--- src/rtl/ti_pipe_in_bank.sv ---
// ti_pipe_in_bank: multi-channel host-to-user pipe-in buffer bank.
//
// Each channel packs PACK consecutive 16-bit host words (little-endian) into
// one USER_WIDTH = 16*PACK word. The packed word goes into a small FIFO whose
// last stage is a registered output. Free host-word space, rounded down to a
// block boundary, is reported back to the host.
//
// Ports:
//   ti_clk           clock for all logic
//   ti_rst_n         synchronous active-low reset
//   ti_flush         per-channel synchronous flush, active high
//   ti_in_data_en    per-channel host word strobe
//   ti_in_data       host words, channel c at [16c +: 16]
//   ti_in_available  free host-word space per channel, block-rounded, registered
//   ti_in_overflow   per-channel sticky dropped-word flag
//   out_valid        per-channel user word available
//   out_ready        per-channel user accept
//   out_data         packed user words, channel c at [USER_WIDTH*c +: USER_WIDTH]
module ti_pipe_in_bank #(
   parameter int unsigned NUM_CH     = 2,
   parameter int unsigned PACK       = 2,
   parameter int unsigned ADDR_WIDTH = 4,
   parameter int unsigned BLOCK_LOG2 = 2
) (
   input  logic                        ti_clk,
   input  logic                        ti_rst_n,
   input  logic [NUM_CH-1:0]           ti_flush,
   input  logic [NUM_CH-1:0]           ti_in_data_en,
   input  logic [16*NUM_CH-1:0]        ti_in_data,
   output logic [16*NUM_CH-1:0]        ti_in_available,
   output logic [NUM_CH-1:0]           ti_in_overflow,
   output logic [NUM_CH-1:0]           out_valid,
   input  logic [NUM_CH-1:0]           out_ready,
   output logic [16*PACK*NUM_CH-1:0]   out_data
);

   localparam int unsigned USER_WIDTH = 16 * PACK;
   localparam int unsigned DEPTH      = 1 << ADDR_WIDTH;
   localparam int unsigned CNT_W      = (PACK > 1) ? $clog2(PACK) : 1;
   localparam logic [31:0] BLK_MASK   = (32'd1 << BLOCK_LOG2) - 32'd1;

   for (genvar c = 0; c < NUM_CH; c++) begin : g_ch
      // Fill counts every user word held, output register included.
      logic [ADDR_WIDTH:0]     r_fill;
      logic [ADDR_WIDTH-1:0]   r_wptr;
      logic [ADDR_WIDTH-1:0]   r_rptr;
      logic [CNT_W-1:0]        r_pack_cnt;
      logic [USER_WIDTH-1:0]   r_pack;
      logic [USER_WIDTH-1:0]   r_mem [DEPTH];
      logic [USER_WIDTH-1:0]   r_out;
      logic                    r_valid;
      logic                    r_ovf;
      logic [15:0]             r_avail;

      logic                    w_en;
      logic                    w_flush;
      logic [15:0]             w_data;
      logic                    w_full;
      logic                    w_accept;
      logic                    w_complete;
      logic                    w_pop;
      logic                    w_mem_nonempty;
      logic                    w_load;
      logic [USER_WIDTH-1:0]   w_word;
      logic [31:0]             w_free;
      logic [31:0]             w_free_blk;
      logic [15:0]             w_avail;

      assign w_en    = ti_in_data_en[c];
      assign w_flush = ti_flush[c];
      assign w_data  = ti_in_data[16*c +: 16];

      // Full is judged on the pre-edge fill, so a same-cycle pop never frees
      // room for a write.
      assign w_full     = (r_fill == (ADDR_WIDTH+1)'(DEPTH));
      assign w_accept   = w_en & ~w_flush & ~w_full;
      assign w_complete = w_accept & (r_pack_cnt == CNT_W'(PACK - 1));
      assign w_pop      = r_valid & out_ready[c];

      // Words in memory = fill minus the one held in the output register.
      assign w_mem_nonempty = (r_fill > (ADDR_WIDTH+1)'(r_valid));
      assign w_load         = (~r_valid | w_pop) & w_mem_nonempty;

      // Incoming host word merged into its little-endian slot.
      always_comb begin
         w_word = r_pack;
         w_word[16*r_pack_cnt +: 16] = w_data;
      end

      always_comb begin
         w_free     = (32'(DEPTH) - 32'(r_fill)) * 32'(PACK) - 32'(r_pack_cnt);
         w_free_blk = w_free & ~BLK_MASK;
         w_avail    = (w_free_blk > 32'h0000_FFFF) ? 16'hFFFF : w_free_blk[15:0];
      end

      // Storage array carries no reset; pointers and fill define its content.
      always_ff @(posedge ti_clk) begin
         if (w_complete) begin
            r_mem[r_wptr] <= w_word;
         end
      end

      always_ff @(posedge ti_clk) begin
         if (!ti_rst_n) begin
            r_fill     <= '0;
            r_wptr     <= '0;
            r_rptr     <= '0;
            r_pack_cnt <= '0;
            r_pack     <= '0;
            r_out      <= '0;
            r_valid    <= 1'b0;
            r_ovf      <= 1'b0;
            r_avail    <= '0;
         end else if (w_flush) begin
            r_fill     <= '0;
            r_wptr     <= '0;
            r_rptr     <= '0;
            r_pack_cnt <= '0;
            r_pack     <= '0;
            r_valid    <= 1'b0;
            r_ovf      <= 1'b0;
            r_avail    <= w_avail;
         end else begin
            r_avail <= w_avail;

            if (w_en && w_full) begin
               r_ovf <= 1'b1;
            end

            if (w_accept) begin
               if (w_complete) begin
                  r_pack_cnt <= '0;
                  r_pack     <= '0;
                  r_wptr     <= r_wptr + 1'b1;
               end else begin
                  r_pack_cnt <= r_pack_cnt + 1'b1;
                  r_pack     <= w_word;
               end
            end

            case ({w_complete, w_pop})
               2'b10:   r_fill <= r_fill + 1'b1;
               2'b01:   r_fill <= r_fill - 1'b1;
               default: r_fill <= r_fill;
            endcase

            if (w_load) begin
               r_out   <= r_mem[r_rptr];
               r_rptr  <= r_rptr + 1'b1;
               r_valid <= 1'b1;
            end else if (w_pop) begin
               r_valid <= 1'b0;
            end
         end
      end

      assign ti_in_available[16*c +: 16]           = r_avail;
      assign ti_in_overflow[c]                     = r_ovf;
      assign out_valid[c]                          = r_valid;
      assign out_data[USER_WIDTH*c +: USER_WIDTH]  = r_out;
   end

endmodule

--- config.mk ---
export PLATFORM = sky130hd
export DESIGN_NAME = ti_pipe_in_bank
export DESIGN_NICKNAME = d
export VERILOG_FILES = /design/src/rtl/ti_pipe_in_bank.sv
export SDC_FILE = /design/constraint.sdc
export NUM_CORES = 1
export LEC_CHECK = 0
export BUFFER_PORTS_ARGS = -buffer_cell sky130_fd_sc_hd__buf_2
export CORE_MARGIN = 2
export CORE_UTILIZATION = 45
export CTS_BUF_LIST = sky130_fd_sc_hd__clkbuf_2 sky130_fd_sc_hd__clkbuf_4 sky130_fd_sc_hd__clkbuf_8
export CTS_CLUSTER_DIAMETER = 100
export CTS_CLUSTER_SIZE = 14
export DETAILED_ROUTE_END_ITERATION = 10
export PLACE_DENSITY_LB_ADDON = 0.1
export SLEW_MARGIN = 20
export SYNTH_ARGS = -nofsm -noshare
export SYNTH_HDL_FRONTEND = slang
export SYNTH_SLANG_ARGS = --single-unit
--- constraint.sdc ---
create_clock -name ti_clk -period 5.4 [get_ports ti_clk]
set_input_delay 0.81 -clock ti_clk [delete_from_list [all_inputs] [get_ports ti_clk]]
set_output_delay 0.81 -clock ti_clk [all_outputs]
set_load 0.01 [all_outputs]
==> flow_summary_export.csv <==
group,metric,value,unit
clock_tree,htreeDepth,3,
cells_and_area,nNetsFinal,2586,
clock_tree,clk_latency,0.77,ns
clock_tree,cts_tree,"built",
logic_synthesis,ys_ff_latch,1196,
global_route,antenna_found_initial,2,
sta,fin_crit_sh,78.8,%
logic_synthesis,syn_inst,2395,
worst_setup_path,cp-end-kind,"flip-flop",
floorplanning,rows,117,
drt,firstDrtPassIters,5,
floorplanning,initial_core_util,45.5,%
worst_setup_path,start_kind,"flip-flop",
logic_synthesis,yosys_warnings,0,
hold_path,hold_path_class,"primary input to flip-flop",
logic_synthesis,synthTopCellsByCount,"1024 x edfxtp_1, 256 x mux4_2, 172 x dfxtp_1",
worst_setup_path,crit_required,6.07,ns
sta,drv_slew,0,
worst_setup_path,critical_path.max_stage_delay,0.51,ns
logic_synthesis,synth_top_cell_by_area,"edfxtp_1",
placed_design,routabilityCongestion,0.794,
worst_setup_path,critPathArrivalTime,4.92,ns
cells_and_area,flow.area_growth_from_synthesis,9.27,%
drt,ant_nets,0,
power,ir_worst_vdd,0.161,mV
logic_synthesis,ys_seq_area_share,73.5,%
clock_tree,cts_buffers,95,
logic_synthesis,async_flop_share,0,%
logic_synthesis,yosysMostFrequentCell,"edfxtp_1",
global_route,grt_pass1_vias,23800,
sta,fmax,235,MHz
floorplanning,dieArea,106000,um^2
floorplanning,pin_count,140,
drt,wirelength_met1,51.2,mm
cells_and_area,fillers,8430,
sta,setup_ws,1.14,ns
placed_design,portBuffers,139,
worst_setup_path,worst-path-max-fanout,22,
cells_and_area,finalNonFillerCells,3977,
global_route,grt_max_degree,86,
sta,skew,0.0340,ns
sta,finalSetupViolCount,0,
drt,routed.top_layer,"met4",
logic_synthesis,synth_nets,2458,
clock_tree,cts_hold_buf,0,
power,power_density,304,nW/um^2
global_route,grt_pass1_wl,163,mm
drt,viasPerCell,5.76,
drt,drc,0,
placed_design,place_area,48900,um^2
clock_tree,numClockSinks,1196,
drt,wl_met2,51.3,mm
global_route,grt_usage,20.8,%
cells_and_area,multi_input_area,11600,um^2
logic_synthesis,synth-edff-count,1024,
sta,hold_viol_final,0,
worst_setup_path,cp_top_family,"simple AND/OR/NAND/NOR gates",
worst_setup_path,path_class,"flip-flop to flip-flop",
cells_and_area,register_area,34200,um^2
logic_synthesis,synth.distinct_cells,57,
run,maxCapViolations,0,
worst_setup_path,path_cells,"inv_1 > ha_1 > nor3b_1 > ha_1 > nor4bb_1 > buf_4 > inv_1 > ha_1 > xor2_1 > ha_1 > or4_1 > nand4_1 > a21oi_1 > or3_1",
logic_synthesis,syn-cell-area,46500,um^2
cells_and_area,finalInstanceArea,50800,um^2
placed_design,dp_slack,1.21,ns
sta,grt_setup_unrepaired,"false",
power,p_leak,0.0156,uW
cells_and_area,drive_gt1_share,30.5,%
drt,vias,22900,
clock_tree,cts.repair.resized,0,
drt,drtIter0Drc,2094,
clock_tree,cts_setup_buffers,0,
drt,wl_met3,5.56,mm
status,status,"finished, final reports clean",
logic_synthesis,avgSynthCellArea,19.4,um^2
logic_synthesis,ys.flop_type,"edfxtp_1",
floorplanning,dieHeight,325,um
logic_synthesis,synth_top_cells_by_area,"edfxtp_1 66%, mux4_2 12%, dfxtp_1 7.4%, mux2_2 2.6%, mux2i_1 1.5%",
floorplanning,core_area,102000,um^2
placed_design,dp_cells,3794,
floorplanning,dieWidth,325,um
sta,slew_headroom,20.7,%
drt,finalWirelength,110,mm
placed_design,hpwlAfterDp,64.7,mm
sta,tightest_slew,1.19,ns
drt,wl_per_cell,27.7,um
worst_setup_path,critPathSlowestCell,"dfxtp_1",
clock_tree,clk_pin_slew_worst_paths,0.11,ns
clock_tree,clk_path_buf_depth,3,
logic_synthesis,synth_top_area_share,66.1,%
sta,setup_tns,0,ns
global_route,grt_overflow,0,
worst_setup_path,crit_path_frequent_cell,"ha_1",
sta,period_minus_slack,4.26,ns
clock_tree,clock-root-buffer,"clkbuf_8",
worst_setup_path,critPathBufInv,3,
-- worst paths after layout --
kind | slack (ns) | cells after the start | start | endpoint
worst min-delay path | 0.31 | 3 | ti_in_data_en[0] | g_ch[0].r_ovf
worst max register to register | 1.14 | 14 | g_ch[0].r_fill[1] | g_ch[0].r_fill[4]
worst max-delay path | 1.14 | 14 | g_ch[0].r_fill[1] | g_ch[0].r_fill[4]
worst min register to register | 0.46 | 2 | g_ch[0].r_pack[0] | g_ch[0].r_pack[0]
-- cell type report --
type                       instances  share of cell area [%]
sequential                      1196                    67.3
multi-input combinational       1016                    22.9
clock buffer                     173                    3.74
tap                             1368                    3.37
timing repair buffer             199                    2.45
clock inverter                     7                   0.123
inverter                          15                   0.111
antenna                            3                  0.0148
-- per-layer routing --
layer	track usage (%)	vias to the layer above
met5	0	-
met4	4.92	0
met3	3.01	128
met2	32.3	628
met1	31.3	12300
li1	-	9873
-- power breakdown --
| group | internal, uW | total [uW] | switching [uW] | leakage [uW] |
|---|---|---|---|---|
| clock | 2210 | 5150 | 2940 | 0.00107 |
| sequential | 9990 | 10000 | 9.91 | 0.0102 |
| combinational | 64.2 | 301 | 236 | 0.00433 |
| total | 12300 | 15500 | 3180 | 0.0156 |
-- state kept, by name, indices dropped and copies added, names as in the netlist --
signal           count
g_ch.r_wptr          8
g_ch.r_ovf           2
g_ch.r_valid         2
g_ch.r_mem        1024
g_ch.r_fill         10
g_ch.r_pack_cnt      2
g_ch.r_rptr          8
g_ch.r_avail        12
g_ch.r_pack         64
g_ch.r_out          64
-- layout by cell type, fill, tap and decap left out, drive strengths merged, types with 5 or more instances in the layout --
cell type  Yosys  final
edfxtp      1024   1024
mux4         256    256
buf           98    199
clkbuf        70    173
dfxtp        172    172
nor2         137    137
mux2         106    106
nand2         78     78
mux2i         69     69
a221o         64     64
and3          41     41
nand2b        38     38
a211oi        27     27
ha            23     23
a21oi         22     22
inv           15     19
nor3          16     16
xor2          14     14
o21ai         13     13
xnor2         12     12
nand3b        11     11
nand3         11     11
o21a          10     10
nor2b          7      7
or3            5      5
o211ai         5      5
-- worst reg2reg max path: cells and delay by family (launching register included) --
| kind | cells | cell delay, ns |
|---|---|---|
| compound gates | 1 | 0.07 |
| flops | 1 | 0.51 |
| buf+inv | 3 | 0.73 |
| fa+ha+maj | 4 | 1.29 |
| simple gates | 5 | 1.39 |
| xor+xnor | 1 | 0.18 |
-- metrics by stage --
stage | hold WS, ns | util [%] | power (uW)
6_report | 0.314 | 49.7 | 15500
5_1_grt | 0.284 | 49.7 | 16000
4_1_cts | 0.238 | 49.7 | 15600
3_5_place_dp | 0.443 | 47.8 | 10500
3_3_place_gp | 0.439 | 47.8 | 10500
2_1_floorplan | 0.433 | - | 10400
-- cells by family (layout without fill, tap and decap cells) --
group                      count (synthesis)  count (layout)  share of synthesized area, %
AOI/OAI and AO/OA                        165             165                          2.98
xor gates and xnor gates                  26              26                         0.490
adders and majority gates                 23              23                         0.619
buffers and inverters                    183             394                          2.04
DFF                                     1196            1196                          73.5
muxes                                    431             431                          16.4
other                                      0               3                             0
and+or+nand+nor                          371             371                          3.91
(Power assumes the default switching activity.)
